$ cat config.mk
export PLATFORM = sky130hd
export DESIGN_NAME = cpu_int_ctrl
export DESIGN_NICKNAME = d
export VERILOG_FILES = /design/src/rtl/cpu_int_pkg.sv /design/src/rtl/int_edge_latch.sv /design/src/rtl/cpu_int_ctrl.sv
export SDC_FILE = /design/constraint.sdc
export NUM_CORES = 1
export LEC_CHECK = 0
export BUFFER_PORTS_ARGS = -buffer_cell sky130_fd_sc_hd__buf_2
export CAP_MARGIN = 20
export CORE_MARGIN = 2
export CORE_UTILIZATION = 44
export CTS_CLUSTER_DIAMETER = 120
export CTS_CLUSTER_SIZE = 8
export DETAILED_ROUTE_END_ITERATION = 8
export GPL_ROUTABILITY_DRIVEN = 1
export PLACE_DENSITY = 0.7
export SETUP_SLACK_MARGIN = 0.02
export SLEW_MARGIN = 20
export SYNTH_ARGS = -nofsm -noshare
export SYNTH_HDL_FRONTEND = slang
export SYNTH_SLANG_ARGS = --single-unit
$ cat constraint.sdc
create_clock -name phi1 -period 3.6 [get_ports phi1]
set_input_delay 0.18 -clock phi1 [delete_from_list [all_inputs] [get_ports phi1]]
set_output_delay 0.18 -clock phi1 [all_outputs]
set_load 0.03 [all_outputs]
$ cat src/rtl/cpu_int_pkg.sv
// Shared encodings for the 6502C interrupt/halt controller.
// Build option IRQ_PRIORITY_EN (see cpu_int_ctrl) needs nothing extra here.
`ifndef CPU_INT_PKG_DEFINES
`define CPU_INT_PKG_DEFINES
`define NMI_ST_IDLE   2'd0
`define NMI_ST_WAIT   2'd1
`define NMI_ST_PULSE  2'd2
`define HALT_ST_RUN   2'd0
`define HALT_ST_DRAIN 2'd1
`define HALT_ST_GRANT 2'd2
`endif

package cpu_int_pkg;

    localparam logic REG_MASK = 1'b0;
    localparam logic REG_CLR  = 1'b1;

    localparam int unsigned HALT_CNT_W = 3;

    typedef enum logic [1:0] {
        N_IDLE  = `NMI_ST_IDLE,
        N_WAIT  = `NMI_ST_WAIT,
        N_PULSE = `NMI_ST_PULSE
    } nmi_state_t;

    typedef enum logic [1:0] {
        H_RUN   = `HALT_ST_RUN,
        H_DRAIN = `HALT_ST_DRAIN,
        H_GRANT = `HALT_ST_GRANT
    } halt_state_t;

    // Index of the lowest set bit; 0 when nothing is set.
    function automatic logic [2:0] lowest_set(input logic [7:0] v);
        lowest_set = 3'd0;
        for (int i = 7; i >= 0; i--) begin
            if (v[i]) lowest_set = 3'(i);
        end
    endfunction

endpackage

$ cat src/rtl/int_edge_latch.sv
// One IRQ source: rising-edge detect feeding a write-1-to-clear pending bit.
module int_edge_latch (
    input  logic clk,
    input  logic rst_n,
    input  logic src,
    input  logic clr,
    output logic pending
);

    logic src_q;
    logic rise_c;

    // Previous sample resets high so a source already asserted at reset exit is not an edge.
    assign rise_c = src & ~src_q;

    always_ff @(posedge clk or negedge rst_n) begin
        if (!rst_n) begin
            src_q   <= 1'b1;
            pending <= 1'b0;
        end else begin
            src_q <= src;
            if (rise_c) begin
                pending <= 1'b1;
            end else if (clr) begin
                pending <= 1'b0;
            end
        end
    end

endmodule

$ cat src/rtl/cpu_int_ctrl.sv
// Drives the 6502C nmi/irq/RDY inputs: IRQ latching and masking, SYNC-aligned NMI pulses, DMA halt handshake.
// Define IRQ_PRIORITY_EN to add the irq_id output (lowest active source index).
module cpu_int_ctrl
    import cpu_int_pkg::*;
#(
    parameter int unsigned NUM_IRQ   = 4,
    parameter int unsigned NMI_PULSE = 2,
    parameter int unsigned HALT_WAIT = 3
) (
    input  logic               phi1,
    input  logic               rst_n,
    input  logic [NUM_IRQ-1:0] irq_src,
    input  logic               nmi_src,
    input  logic               reg_we,
    input  logic               reg_sel,
    input  logic [7:0]         reg_wdata,
    output logic [NUM_IRQ-1:0] pending,
    input  logic               SYNC,
    input  logic               dma_req,
    output logic               dma_gnt,
    output logic               nmi,
    output logic               irq,
`ifdef IRQ_PRIORITY_EN
    output logic [2:0]         irq_id,
`endif
    output logic               RDY
);

    localparam int unsigned NMI_CNT_W = (NMI_PULSE > 1) ? $clog2(NMI_PULSE) : 1;
    localparam logic [NMI_CNT_W-1:0]  NMI_LAST  = NMI_CNT_W'(NMI_PULSE - 1);
    localparam logic [HALT_CNT_W-1:0] HALT_LAST = HALT_CNT_W'((HALT_WAIT > 0) ? HALT_WAIT - 1 : 0);

    logic [NUM_IRQ-1:0] mask;
    logic [NUM_IRQ-1:0] clr_c;
    logic [NUM_IRQ-1:0] live_c;
    logic               unused_wdata;

    logic                  nmi_src_q;
    logic                  nmi_edge_c;
    nmi_state_t            n_state, n_state_nx;
    logic                  n_queued, n_queued_nx;
    logic [NMI_CNT_W-1:0]  n_cnt, n_cnt_nx;

    halt_state_t           h_state, h_state_nx;
    logic [HALT_CNT_W-1:0] h_cnt, h_cnt_nx;

    assign clr_c        = {NUM_IRQ{reg_we && (reg_sel == REG_CLR)}} & reg_wdata[NUM_IRQ-1:0];
    assign live_c       = pending & mask;
    assign unused_wdata = ^reg_wdata;
    assign nmi_edge_c   = nmi_src & ~nmi_src_q;

    for (genvar i = 0; i < NUM_IRQ; i++) begin : g_src
        int_edge_latch u_latch (
            .clk     (phi1),
            .rst_n   (rst_n),
            .src     (irq_src[i]),
            .clr     (clr_c[i]),
            .pending (pending[i])
        );
    end

    // NMI sequencing; the pulse counter only advances on cycles the CPU is running.
    always_comb begin
        n_state_nx  = n_state;
        n_queued_nx = n_queued;
        n_cnt_nx    = n_cnt;
        case (n_state)
            N_IDLE: begin
                if (nmi_edge_c) n_state_nx = N_WAIT;
            end
            N_WAIT: begin
                if (nmi_edge_c) n_queued_nx = 1'b1;
                if (SYNC) begin
                    n_state_nx = N_PULSE;
                    n_cnt_nx   = '0;
                end
            end
            N_PULSE: begin
                if (nmi_edge_c) n_queued_nx = 1'b1;
                if (RDY) begin
                    if (n_cnt == NMI_LAST) begin
                        n_cnt_nx    = '0;
                        n_queued_nx = 1'b0;
                        n_state_nx  = (n_queued || nmi_edge_c) ? N_WAIT : N_IDLE;
                    end else begin
                        n_cnt_nx = n_cnt + 1'b1;
                    end
                end
            end
            default: begin
                n_state_nx  = N_IDLE;
                n_queued_nx = 1'b0;
                n_cnt_nx    = '0;
            end
        endcase
    end

    // DMA halt: drop RDY, wait out RDY-ignoring write cycles, then grant.
    always_comb begin
        h_state_nx = h_state;
        h_cnt_nx   = h_cnt;
        case (h_state)
            H_RUN: begin
                if (dma_req) begin
                    h_state_nx = H_DRAIN;
                    h_cnt_nx   = '0;
                end
            end
            H_DRAIN: begin
                if (!dma_req) begin
                    h_state_nx = H_RUN;
                    h_cnt_nx   = '0;
                end else if (h_cnt == HALT_LAST) begin
                    h_state_nx = H_GRANT;
                    h_cnt_nx   = '0;
                end else begin
                    h_cnt_nx = h_cnt + 1'b1;
                end
            end
            H_GRANT: begin
                if (!dma_req) begin
                    h_state_nx = H_RUN;
                    h_cnt_nx   = '0;
                end
            end
            default: begin
                h_state_nx = H_RUN;
                h_cnt_nx   = '0;
            end
        endcase
    end

    always_ff @(posedge phi1 or negedge rst_n) begin
        if (!rst_n) begin
            mask      <= '0;
            nmi_src_q <= 1'b1;
            n_state   <= N_IDLE;
            n_queued  <= 1'b0;
            n_cnt     <= '0;
            h_state   <= H_RUN;
            h_cnt     <= '0;
            nmi       <= 1'b0;
            irq       <= 1'b0;
            RDY       <= 1'b1;
            dma_gnt   <= 1'b0;
        end else begin
            if (reg_we && (reg_sel == REG_MASK)) mask <= reg_wdata[NUM_IRQ-1:0];
            nmi_src_q <= nmi_src;
            n_state   <= n_state_nx;
            n_queued  <= n_queued_nx;
            n_cnt     <= n_cnt_nx;
            h_state   <= h_state_nx;
            h_cnt     <= h_cnt_nx;
            nmi       <= (n_state_nx == N_PULSE);
            irq       <= |live_c;
            RDY       <= (h_state_nx == H_RUN);
            dma_gnt   <= (h_state_nx == H_GRANT);
        end
    end

`ifdef IRQ_PRIORITY_EN
    always_ff @(posedge phi1 or negedge rst_n) begin
        if (!rst_n) begin
            irq_id <= 3'd0;
        end else begin
            irq_id <= lowest_set(8'(live_c));
        end
    end
`endif

endmodule

; ---- Yosys cells after proc, flatten, opt, wreduce, memory -nomap -nowiden
; Cells that the tools add are included.
[word_totals]
register_bits = 26
latch_bits = 0
mem_bits_rw = 0
romBits = 0
input_bits = 19
out_inout_bits = 8
elab_cells = 91
memories = 0
[op_classes]
addsub = 2
multipliers = 0
n_div = 0
n_lt_le_gt_ge = 0
n_eq_ne = 11
n_shift = 0
n_mux = 32
bitwise = 14
n_reduce_logical = 13
[op_table]
columns = op, count
row1 = 2-bit two-way mux, 8
row2 = 1-bit two-way mux, 15
row3 = 3-bit two-way mux, 4
row4 = 2-bit case mux with 3 select lines, 2
row5 = 3-bit case mux with 3 select lines, 1
row6 = 4-bit bitwise AND, 2
row7 = "2-bit equality test, second input constant", 4
row8 = "2-bit inequality test, second input constant", 4
row9 = 2-bit nonzero test, 4
row10 = 1-bit inverter, 7
row11 = 2-bit logical NOT, 3
row12 = 1-bit case mux with 3 select lines, 2
row13 = 1-bit bitwise AND, 5
row14 = "2-bit by 1-bit equality test with 1-bit output, second input constant", 2
row15 = 4-bit OR reduction, 1
row16 = "3-bit by 1-bit adder with 3-bit output, second input constant", 1
row17 = "3-bit by 2-bit equality test with 1-bit output, second input constant", 1
row18 = 3-bit AND reduction, 1
row19 = 1-bit logical AND, 2
row20 = 2-bit AND reduction, 1
row21 = "1-bit adder, second input constant", 1
row22 = 1-bit logical OR, 1

; ---- Logic depth before layout (Yosys ltp)
[logic_depth]
depth_word = 8
depth_mapped = 6

; ---- Hierarchy
; From an unflattened synthesis, not the netlist that was laid out.
[unflattened]
cells_unflattened = 106
hier_area_um2 = 1221.2
[modules_own_cells]
columns = module, instances, cells_per_inst, area_per_inst_um2, seq_area_each_um2
row1 = cpu_int_ctrl, 1, 86, 935.9, 452.9
row2 = int_edge_latch, 4, 5, 71.3, 51.3

; ---- Least setup slack after synthesis
; OpenSTA, ideal clock, no wires.
[synth_timing]
path_type = register to register
start = register n_state[0]
end = register n_state[0]
setup_time_ps = 118
t_arrival_ps = 1196
t_required_ps = 3482
setup_slack_ps = 2285
stages_incl_launch_ff = 7
n_path_buf = 0
synth_period_minus_slack_ps = 1315
cell_sequence = dfrtp_1 inv_1 ha_1 a21boi_2 a211oi_1 o21ai_0 nor2b_1
[synth_via]
elab_chain_cells = 3
word_cells_on_any_way = 8
[synth_rtl]
columns = item, line_no
row1 = start: declaration, cpu_int_ctrl.sv:40  ; nmi_state_t n_state, n_state_nx;
row2 = start signal: assignment, cpu_int_ctrl.sv:149  ; n_state <= n_state_nx;
row3 = 2-bit two-way mux, cpu_int_ctrl.sv:81  ; if (n_cnt == NMI_LAST) begin
row4 = 2-bit two-way mux, cpu_int_ctrl.sv:80  ; if (RDY) begin
row5 = 2-bit case mux with 3 select lines *, cpu_int_ctrl.sv:67  ; case (n_state)
row6 = net n_state_nx[0], cpu_int_ctrl.sv:40
; Mark *: on every way through the listed nets, which the timed path passes. The rest lies on a longest branch.
; A chain may end at the register's enable or synchronous reset.

; ---- Worst setup path after layout
; Ends and elaborated chain as after synthesis.

==> metrics.csv <==
stage,metric,value,unit
layout,Area Growth Syn to Fin,16.3,%
setup_path,Startpoint Class,flop,
sta,Setup Skew,0.0136,ns
outcome,outcome,finished clean,
pwr,Static Leakage,0.654,nW
pwr,Total Power,0.000703,W
cts,clock latency on the worst-skew pair,0.32,ns
flow_run,max-cap viol count,0,
sta,Max Slew Vio Count,0,
placement,PortBufs,22,
setup_path,"critical path fanouts, max",4,
grt,vias in the first global route,857,
sta,measured slew at the worst slew-check pin,0.551,ns
cts,CTS resizes,0,
detailed_routing,Initial DRT Pass Iterations,4,
sta,"Period Utilization, post-route",41.6,%
floorplan,die width,56,um
synthesis,sequential fraction of the synthesis area,55.3,%
layout,share of layout cells above drive strength 1,26.4,%
cts,clk sinks,26,
sta,Max Freq,668,MHz
sta,Rel. slew slack,63.3,%
layout,Antenna diodes,0,
setup_path,WS Path Type,reg -> reg,
cts,clock slew at reported path FFs,0.14,ns
floorplan,IO Pins,27,
floorplan,core area,2520,um2
setup_path,Worst Path Required,3.83,ns
synthesis,number of synthesis warnings,0,
layout,final core utilization,54.9,%
detailed_routing,Residual DRC,0,
sta,fin crit period,1.50,ns
grt,antenna violations before repair,0,
pwr,Peak VDD IR,352,uV
setup_path,R2R Setup Slk,2.10,ns
synthesis,syn_area_per_cell,10.4,um2
synthesis,Seq cells post-synth,26,
setup_path,"Arr. time, crit path",1.73,ns
grt,largest net degree at the start of global routing,27,
synthesis,syn_nets,137,
sta,final-report setup violation count,0,
sta,fin worst setup slack,2.10,ns
detailed_routing,Iter 0 DRT Violations,32,
grt,gr ovfl total,0,
pwr,pwr/cell area,508,nW/um2
detailed_routing,Vias,839,
detailed_routing,Final ANT Viol Nets,0,
synthesis,distinct cell type count after synthesis,28,
setup_path,Worst setup EP type,flop,
sta,final hold slack,0.0907,ns
cts,CTS tree,done,
detailed_routing,vias per cell,4.94,
synthesis,Area contributors post-synth,"dfrtp_1 42%, dfstp_2 13%, ha_1 4.2%, o21ai_0 4.2%, nand2_1 4.1%",
floorplan,die footprint,3140,um2
detailed_routing,final wirelength,2000,um
cts,postcts setup bufs,0,
detailed_routing,WL/cell,11.8,um
cts,CTS HTree Levels,1,
grt,GRT Total Usage,14.5,%
sta,Final Hold Viols,0,
placement,GP Congestion,0.821,
sta,unrepaired setup endpoints after global routing,no,
cts,CTS Buf Count,3,
floorplan,Core Rows,18,
synthesis,Yosys top cell area share,42.1,%
floorplan,chip height,56,um
layout,nets,164,
grt,global-route wire length before repair,3600,um
floorplan,initial cell density of the core,47.2,%
synthesis,top cell type by total area after synthesis,dfrtp_1,
placement,Detail Placement HPWL,1460,um
sta,Setup TNS,0,ns
synthesis,Mapped Area,1190,um2
placement,pre-CTS setup slack,2.13,ns
hold_path,Hold Path Class,in -> reg,
cts,CTS max path bufs,2,
synthesis,Synth Instances,114,
cts,Root Driver,clkbuf_4,
[cells by family after synthesis]
kind of cell / count (synthesis) / share of synthesized area [%]
fa+ha+maj: 4 / 4.21
mux: 4 / 3.79
xor+xnor: 1 / 0.736
buf+inv: 13 / 5.57
compound gates: 27 / 14.8
flops: 26 / 55.3
simple gates: 39 / 15.6
[cells in the final DEF (no fill, tap or decap)]
cell type / netlist / routed
clkbuf_4: 0 / 3
nand2b_1: 4 / 4
ha_1: 4 / 4
o21ai_0: 10 / 10
a31oi_1: 1 / 1
o21a_1: 2 / 2
dlygate4sd3_1: 0 / 6
a21oi_1: 4 / 4
nand3_1: 6 / 6
nor2_1: 7 / 7
inv_1: 7 / 7
nor2b_1: 6 / 6
a211oi_2: 1 / 1
clkbuf_1: 0 / 1
dfrtp_1: 20 / 20
o22ai_1: 1 / 1
buf_2: 2 / 22
nor3b_1: 1 / 1
a21boi_2: 1 / 1
a21o_1: 1 / 1
o22a_1: 1 / 1
a22oi_1: 2 / 2
xor2_1: 1 / 1
nand2_1: 13 / 13
mux2_2: 4 / 4
o2111ai_1: 1 / 1
o31ai_1: 1 / 1
dfstp_2: 6 / 6
a211oi_1: 1 / 1
nor3_1: 2 / 2
[per-stage QoR]
stage          instance area (um2)  std cells
2_1_floorplan                 1190        114
3_3_place_gp                  1300        160
3_5_place_dp                  1300        160
4_1_cts                       1380        170
5_1_grt                       1380        170
6_report                      1380        170
[cells in the mapped netlist]
master,instances
buf_4,4
nor2b_1,6
nand3_1,6
buf_2,2
nand2b_1,4
o31ai_1,1
a22oi_1,2
o2111ai_1,1
a31oi_1,1
ha_1,4
o21a_1,2
o22a_1,1
a21oi_1,4
nand2_1,13
dfrtp_1,20
a211oi_2,1
mux2_2,4
a211oi_1,1
xor2_1,1
o21ai_0,10
a21boi_2,1
dfstp_2,6
nor3b_1,1
inv_1,7
nor2_1,7
nor3_1,2
o22ai_1,1
a21o_1,1
[final timing paths]
check,startpoint,endpoint,cells after the start
setup / recovery,n_state[0],n_state[0],6
setup reg to reg,n_state[0],n_state[0],6
hold reg to reg,mask[1],irq,2
hold / removal,reg_wdata[3],mask[3],2
min in group asynchronous,rst_n,mask[0],2
max in group asynchronous,rst_n,g_src[0].u_latch.src_q,2
[area by class of cell]
cell class	count	area, um2
clock buffer	4	26.3
fill	213	1140
inverter	7	26.3
multi-input combinational	75	465
sequential	26	658
tap	30	37.5
timing repair buffer	28	170
[flip-flops by register name (all words and copies together) (netlist names)]
register / flops
RDY: 1
dma_gnt: 1
g_src.u_latch.pending: 4
g_src.u_latch.src_q: 4
h_cnt: 3
h_state: 2
irq: 1
mask: 4
n_cnt: 1
n_queued: 1
n_state: 2
nmi: 1
nmi_src_q: 1
[worst max-delay path: stages (launching register included)]
cell and delay [ns]:
dfrtp_1 0.44, inv_1 0.08, ha_1 0.24, a21boi_2 0.17, a211oi_1 0.18, o21ai_0 0.14
nor2b_1 0.15
[metal layers]
metal  vias up  wire length (um)  track usage [%]
met5         -                 0                0
met4         0                19             6.12
met3         2                84             4.65
met2        16               956             23.0
met1       384               944             18.1
li1        437                 -                -
[where the power goes]
part	internal [W]	switching [W]
clock	0.0000434	0.0000818
sequential	0.000337	0.0000330
combinational	0.0000892	0.000118
total	0.000470	0.000233
[what timing repair did]
action / CTS / global route
setup endpoints to repair: 0 / 0
hold buffers: 6 / 0
endpoints found under the hold margin: 25 / 0
No activity file was read; power rests on OpenSTA's default activity.
